### config.mk
export PLATFORM = sky130hd
export DESIGN_NAME = vs1053_sci_ctrl
export DESIGN_NICKNAME = d
export VERILOG_FILES = /design/src/rtl/vs1053_pkg.sv /design/src/rtl/vs1053_cycle_timer.sv /design/src/rtl/vs1053_sci_ctrl.sv
export SDC_FILE = /design/constraint.sdc
export NUM_CORES = 1
export LEC_CHECK = 0
export CAP_MARGIN = 20
export CELL_PAD_IN_SITES_DETAIL_PLACEMENT = 1
export CELL_PAD_IN_SITES_GLOBAL_PLACEMENT = 1
export CORE_ASPECT_RATIO = 0.8
export CORE_MARGIN = 2
export CORE_UTILIZATION = 40
export DETAILED_ROUTE_END_ITERATION = 8
export PLACE_DENSITY_LB_ADDON = 0.1
export SLEW_MARGIN = 20
export SYNTH_ARGS = -nofsm -noshare
export SYNTH_HDL_FRONTEND = slang
export SYNTH_SLANG_ARGS = --single-unit
### constraint.sdc
create_clock -name clk -period 3 [get_ports clk]
set_input_delay 0.6 -clock clk [delete_from_list [all_inputs] [get_ports clk]]
set_output_delay 0.6 -clock clk [all_outputs]
set_load 0.01 [all_outputs]
### src/rtl/vs1053_pkg.sv
// rtl/vs1053_pkg.sv - shared opcodes, state encoding and widths for the VS1053 SCI sequencer
package vs1053_pkg;

    localparam logic [7:0] SCI_READ  = 8'h03;
    localparam logic [7:0] SCI_WRITE = 8'h02;

    localparam int TMR_W = 20;
    localparam int IDX_W = 2;

    typedef enum logic [2:0] {
        ST_IDLE,
        ST_WAIT_DREQ,
        ST_CS_SETUP,
        ST_ISSUE,
        ST_WAIT_BYTE,
        ST_CS_HOLD,
        ST_RESP
    } sci_state_t;

    // Byte 0 (opcode) goes out first, byte 3 (data low) last.
    function automatic logic [7:0] frame_byte(input logic [31:0] frame, input logic [IDX_W-1:0] idx);
        logic [7:0] b;
        case (idx)
            2'd0:    b = frame[31:24];
            2'd1:    b = frame[23:16];
            2'd2:    b = frame[15:8];
            default: b = frame[7:0];
        endcase
        return b;
    endfunction

endpackage

### src/rtl/vs1053_cycle_timer.sv
// rtl/vs1053_cycle_timer.sv - loadable down-counter with a done flag at zero
module vs1053_cycle_timer
    import vs1053_pkg::*;
#(
    parameter int W = TMR_W
) (
    input  logic         clk,
    input  logic         rst,
    input  logic         load,
    input  logic [W-1:0] load_val,
    output logic         done
);

    logic [W-1:0] count;

    always_ff @(posedge clk) begin
        if (rst) begin
            count <= '0;
        end else if (load) begin
            count <= load_val;
        end else if (count != '0) begin
            count <= count - W'(1);
        end
    end

    assign done = (count == '0);

endmodule

### src/rtl/vs1053_sci_ctrl.sv
// rtl/vs1053_sci_ctrl.sv - VS1053 SCI read/write sequencer over a byte SPI master
// Optional DREQ/byte timeout abort: define VS1053_SCI_TIMEOUT_EN.
module vs1053_sci_ctrl
    import vs1053_pkg::*;
#(
    parameter int CS_SETUP_CYC = 2,
    parameter int CS_HOLD_CYC  = 2,
    parameter int TIMEOUT_CYC  = 65535
) (
    input  logic        clk,
    input  logic        rst,
    input  logic        cmd_valid,
    output logic        cmd_ready,
    input  logic        cmd_rw,
    input  logic [7:0]  cmd_addr,
    input  logic [15:0] cmd_wdata,
    output logic        rsp_valid,
    output logic [15:0] rsp_rdata,
    output logic        rsp_err,
    output logic        busy,
    input  logic        dreq,
    output logic        xcs,
    output logic        spi_wr_en,
    output logic [7:0]  spi_tx,
    input  logic        spi_rx_done,
    input  logic [7:0]  spi_rx
);

    localparam logic [TMR_W-1:0] SETUP_LOAD = TMR_W'(CS_SETUP_CYC - 1);
    localparam logic [TMR_W-1:0] HOLD_LOAD  = TMR_W'(CS_HOLD_CYC - 1);
    localparam logic [TMR_W-1:0] TMO_LOAD   = TMR_W'(TIMEOUT_CYC);

    sci_state_t        state, state_next;
    logic [IDX_W-1:0]  idx, idx_next;
    logic [31:0]       frame;
    logic              rw;
    logic [15:0]       rdata_cap;
    logic              accept;
    logic              tmr_load;
    logic [TMR_W-1:0]  tmr_val;
    logic              tmr_done;
    logic              timeout_hit;
    logic              cs_active_next;

    assign accept = (state == ST_IDLE) && cmd_valid;

    vs1053_cycle_timer #(.W(TMR_W)) u_timer (
        .clk      (clk),
        .rst      (rst),
        .load     (tmr_load),
        .load_val (tmr_val),
        .done     (tmr_done)
    );

`ifdef VS1053_SCI_TIMEOUT_EN
    assign timeout_hit = tmr_done &&
                         (((state == ST_WAIT_DREQ) && !dreq) ||
                          ((state == ST_WAIT_BYTE) && !spi_rx_done));
`else
    assign timeout_hit = 1'b0;
`endif

    always_ff @(posedge clk) begin
        if (rst) begin
            state <= ST_IDLE;
        end else begin
            state <= state_next;
        end
    end

    always_comb begin
        state_next = state;
        idx_next   = idx;
        tmr_load   = 1'b0;
        tmr_val    = SETUP_LOAD;
        case (state)
            ST_IDLE: begin
                if (cmd_valid) begin
                    state_next = ST_WAIT_DREQ;
                    idx_next   = '0;
                end
            end
            ST_WAIT_DREQ: begin
                if (dreq)             state_next = ST_CS_SETUP;
                else if (timeout_hit) state_next = ST_RESP;
            end
            ST_CS_SETUP: begin
                if (tmr_done) state_next = ST_ISSUE;
            end
            ST_ISSUE: begin
                state_next = ST_WAIT_BYTE;
            end
            ST_WAIT_BYTE: begin
                if (spi_rx_done) begin
                    if (idx == 2'd3) begin
                        state_next = ST_CS_HOLD;
                    end else begin
                        idx_next   = idx + 2'd1;
                        state_next = ST_ISSUE;
                    end
                end else if (timeout_hit) begin
                    state_next = ST_RESP;
                end
            end
            ST_CS_HOLD: begin
                if (tmr_done) state_next = ST_RESP;
            end
            ST_RESP: begin
                state_next = ST_IDLE;
            end
            default: begin
                state_next = ST_IDLE;
            end
        endcase

        // One shared timer: every timed state reloads it on entry.
        if (state_next != state) begin
            case (state_next)
                ST_CS_SETUP: begin
                    tmr_load = 1'b1;
                    tmr_val  = SETUP_LOAD;
                end
                ST_CS_HOLD: begin
                    tmr_load = 1'b1;
                    tmr_val  = HOLD_LOAD;
                end
                ST_WAIT_DREQ, ST_WAIT_BYTE: begin
                    tmr_load = 1'b1;
                    tmr_val  = TMO_LOAD;
                end
                default: begin
                    tmr_load = 1'b0;
                end
            endcase
        end
    end

    assign cs_active_next = (state_next == ST_CS_SETUP) || (state_next == ST_ISSUE) ||
                            (state_next == ST_WAIT_BYTE) || (state_next == ST_CS_HOLD);

    // Outputs are registered from the next state so they line up with the state they describe.
    always_ff @(posedge clk) begin
        if (rst) begin
            idx       <= '0;
            frame     <= '0;
            rw        <= 1'b0;
            rdata_cap <= 16'h0000;
            xcs       <= 1'b1;
            spi_wr_en <= 1'b0;
            spi_tx    <= 8'h00;
            rsp_valid <= 1'b0;
            rsp_rdata <= 16'h0000;
            cmd_ready <= 1'b1;
            busy      <= 1'b0;
        end else begin
            idx <= idx_next;
            if (accept) begin
                rw        <= cmd_rw;
                frame     <= {(cmd_rw ? SCI_READ : SCI_WRITE), cmd_addr, cmd_wdata};
                rdata_cap <= 16'h0000;
            end
            if ((state == ST_WAIT_BYTE) && spi_rx_done && rw) begin
                if (idx == 2'd2) rdata_cap[15:8] <= spi_rx;
                if (idx == 2'd3) rdata_cap[7:0]  <= spi_rx;
            end
            xcs       <= !cs_active_next;
            spi_wr_en <= (state_next == ST_ISSUE);
            if (state_next == ST_ISSUE) begin
                spi_tx <= frame_byte(frame, idx_next);
            end
            rsp_valid <= (state_next == ST_RESP);
            if (state_next == ST_RESP) begin
                rsp_rdata <= (rw && !timeout_hit) ? rdata_cap : 16'h0000;
            end
            cmd_ready <= (state_next == ST_IDLE);
            busy      <= (state_next != ST_IDLE);
        end
    end

`ifdef VS1053_SCI_TIMEOUT_EN
    always_ff @(posedge clk) begin
        if (rst) begin
            rsp_err <= 1'b0;
        end else begin
            rsp_err <= (state_next == ST_RESP) && timeout_hit;
        end
    end
`else
    assign rsp_err = 1'b0;
`endif

endmodule

==> impl_metrics.tcl <==
set metrics [dict create \
    finalWirelength_um 10400 \
    worstSetupEndpointType "register" \
    status "completed" \
    yosysTopAreaCellShare_pct 47.9 \
    cts_tree "yes" \
    maxCapViolations 0 \
    rows 32 \
    swShare_pct 28.7 \
    die_h_um 93.6 \
    worstReg2RegEnd "spi_tx[6]" \
    power.share.sequential_pct 45.2 \
    ys.flop_type "dfxtp_1" \
    cts.sinks 96 \
    drt_first_pass_iters 6 \
    yosys_warnings 0 \
    fmax_mhz 388 \
    clk_path_buf_depth 2 \
    ys_ff_latch 96 \
    place_congestion 0.875 \
    n_antenna_cell 0 \
    cts_resized 0 \
    die_area_um2 10900 \
    synth_top_cell_by_area "dfxtp_1" \
    rsz0062_at_grt "no" \
    cellLeakagePower_nw 1.85 \
    synth_cell_types 60 \
    p_comb_share_pct 21.7 \
    grt_max_degree 51 \
    vias 3352 \
    p_per_area_nw_per_um2 663 \
    hold_viol 0 \
    wl_per_cell_um 16.1 \
    power_frac_clock_pct 33.1 \
    relSlewSlack_pct 60.4 \
    nFillCells 1144 \
    final.period_utilization_pct 85.9 \
    synth_edf_count 0 \
    ant_nets 0 \
    grt_pass1_vias 3304 \
    total_power_mw 3.36 \
    fin_setup_tns_ns 0 \
    critPathMaxFanout 14 \
    rrSetupSlack_ns 0.42 \
    min_path_type "reg -> reg" \
    drc 0 \
    post_cts_buffers 0 \
    cts-htree-levels 3 \
    io_pins 68 \
    p_sw_mw 0.963 \
    cts_root_buf "clkbuf_16" \
    initial_utilization_pct 41.5 \
    drtIter0Drc 128 \
    timing.rr.start "u_timer.count[1]" \
    fp.dieW_um 116 \
    area_growth_syn_to_layout_pct 26.2 \
    grt_use_total_pct 20.6 \
    min_path_cells 2 \
    syn_inst 443 \
    numCtsBuffers 9 \
    finalNetCount 543 \
    critPathKind "reg -> reg" \
    r2r_cells 8 \
    syn_area_um2 4020 \
    slew_violations 0 \
    antenna_found_initial 0 \
    worst_pin_slew_ns 0.592 \
    core_um2 9690 \
    dp_hpwl_um 7670 \
    overflow 0 \
    clock_skew_ns 0.00419 \
    crit_required_ns 3.23 \
    ir_drop_mv 0.269 \
    viasPerCell 5.20 \
    cts_hold_buf 0 \
    synth_nets 482 \
    startpoint_type "register" \
    synth-async-reset-ratio_pct 0 \
    path_clk_slew_ns 0.06 \
    hold_path_startpoint "frame[17]" \
    grt_pass1_wl_um 17200 \
    synth_area_per_cell_um2 9.07 \
    layout_min_cycle_time_ns 2.58 \
    whs_endpoint "frame[17]" \
    synth_top_cells_by_count "dfxtp_1 (96), nand2_1 (80), a21oi_1 (47)" \
    synth_area_leaders "dfxtp_1 (48%), nand2_1 (7.5%), a21oi_1 (5.9%)" \
    worstPathArrival_ns 2.80 \
    final_layout_size_suffix_gt1_share_pct 9.45 \
    setup_violations 0 \
    synth_most_common_cell "dfxtp_1" \
    io_buffers 66 \
    p_int_mw 2.40 \
    seq_area_frac_synth_pct 47.9 \
    insertion_delay_ns 0.34 \
]
## state kept, by name, summed over array words and instances, names as in the netlist, 2 cells and up
signal         cells
spi_tx             8
frame             26
idx                2
rdata_cap         16
rsp_rdata         16
state              3
u_timer.count     20
## worst max-delay path, cell delays in order, from the launching register on
cell      delay (ns)
dfxtp_1         0.33
inv_1           0.06
ha_1            0.20
nor3b_1         0.41
nand4_2         0.33
o31a_1          0.46
a21oi_4         0.37
o211ai_1        0.16
o211a_1         0.15
## logic make-up after synthesis
group | Yosys count | synth area share (%)
simple gates | 174 | 22.0
compound gates | 111 | 18.2
flops | 96 | 47.9
buf+inv | 32 | 4.39
xor+xnor | 18 | 3.93
mux | 10 | 3.24
fa+ha+maj | 1 | 0.311
other cells | 1 | 0.0934
## worst max-delay path by stage
stage	from	end	slack, ns
floorplan	u_timer.count[0]	u_timer.count[10]	0.74
global placement	cmd_valid	spi_tx[0]	0.33
detailed placement	cmd_valid	spi_tx[0]	0.26
CTS	u_timer.count[1]	spi_tx[6]	0.40
global route	u_timer.count[1]	spi_tx[2]	0.10
finish	u_timer.count[1]	spi_tx[6]	0.42
## metal layers
| layer | global-route usage [%] | share of wire [%] | vias up |
|---|---|---|---|
| met4 | 6.35 | 1.1 | 0 |
| met5 | 0 | 0 | - |
| met2 | 32.5 | 46 | 63 |
| li1 | - | - | 1674 |
| met1 | 28.3 | 49 | 1606 |
| met3 | 4.54 | 4.0 | 9 |
## per-stage QoR
stage	cell area [um^2]	util [%]	hold slack, ns	cells	worst slack, ns
floorplan	4020	-	0.432	443	0.741
global placement	4770	49.2	0.447	628	0.330
detailed placement	4780	49.3	0.453	629	0.261
CTS	5070	52.3	0.461	644	0.400
global route	5070	52.3	0.476	644	0.103
finish	5070	52.3	0.461	644	0.424
## final cells by class
type / count / area [um^2] / share of cell area (%)
clock buffers: 11 / 243 / 4.79
clock inverters: 4 / 45.0 / 0.889
inverters: 6 / 22.5 / 0.444
multi-input cells: 315 / 1920 / 37.9
flip-flops and latches: 96 / 1920 / 37.9
well taps: 136 / 170 / 3.36
repair buffers: 76 / 747 / 14.7
## power groups by stage
stage / sequential, mW / combinational (mW) / clock, mW
3_5_place_dp: 1.54 / 0.731 / 0
4_1_cts: 1.52 / 0.736 / 1.14
3_3_place_gp: 1.54 / 0.708 / 0
5_1_grt: 1.54 / 0.820 / 1.18
6_report: 1.52 / 0.730 / 1.11
2_1_floorplan: 1.52 / 0.522 / 0
## layout by cell type, fill, tap and decap left out, types with 7 or more instances in the layout
master	n
a22o_1	16
buf_4	8
mux2i_1	7
nor3_1	9
clkbuf_16	9
nor2_1	22
dfxtp_1	96
nand2_1	80
xnor2_1	12
clkdlybuf4s50_1	65
nand3_1	25
a21oi_1	47
o211ai_1	7
o21ai_0	18
Note: power is estimated with default switching activity, not from simulation.
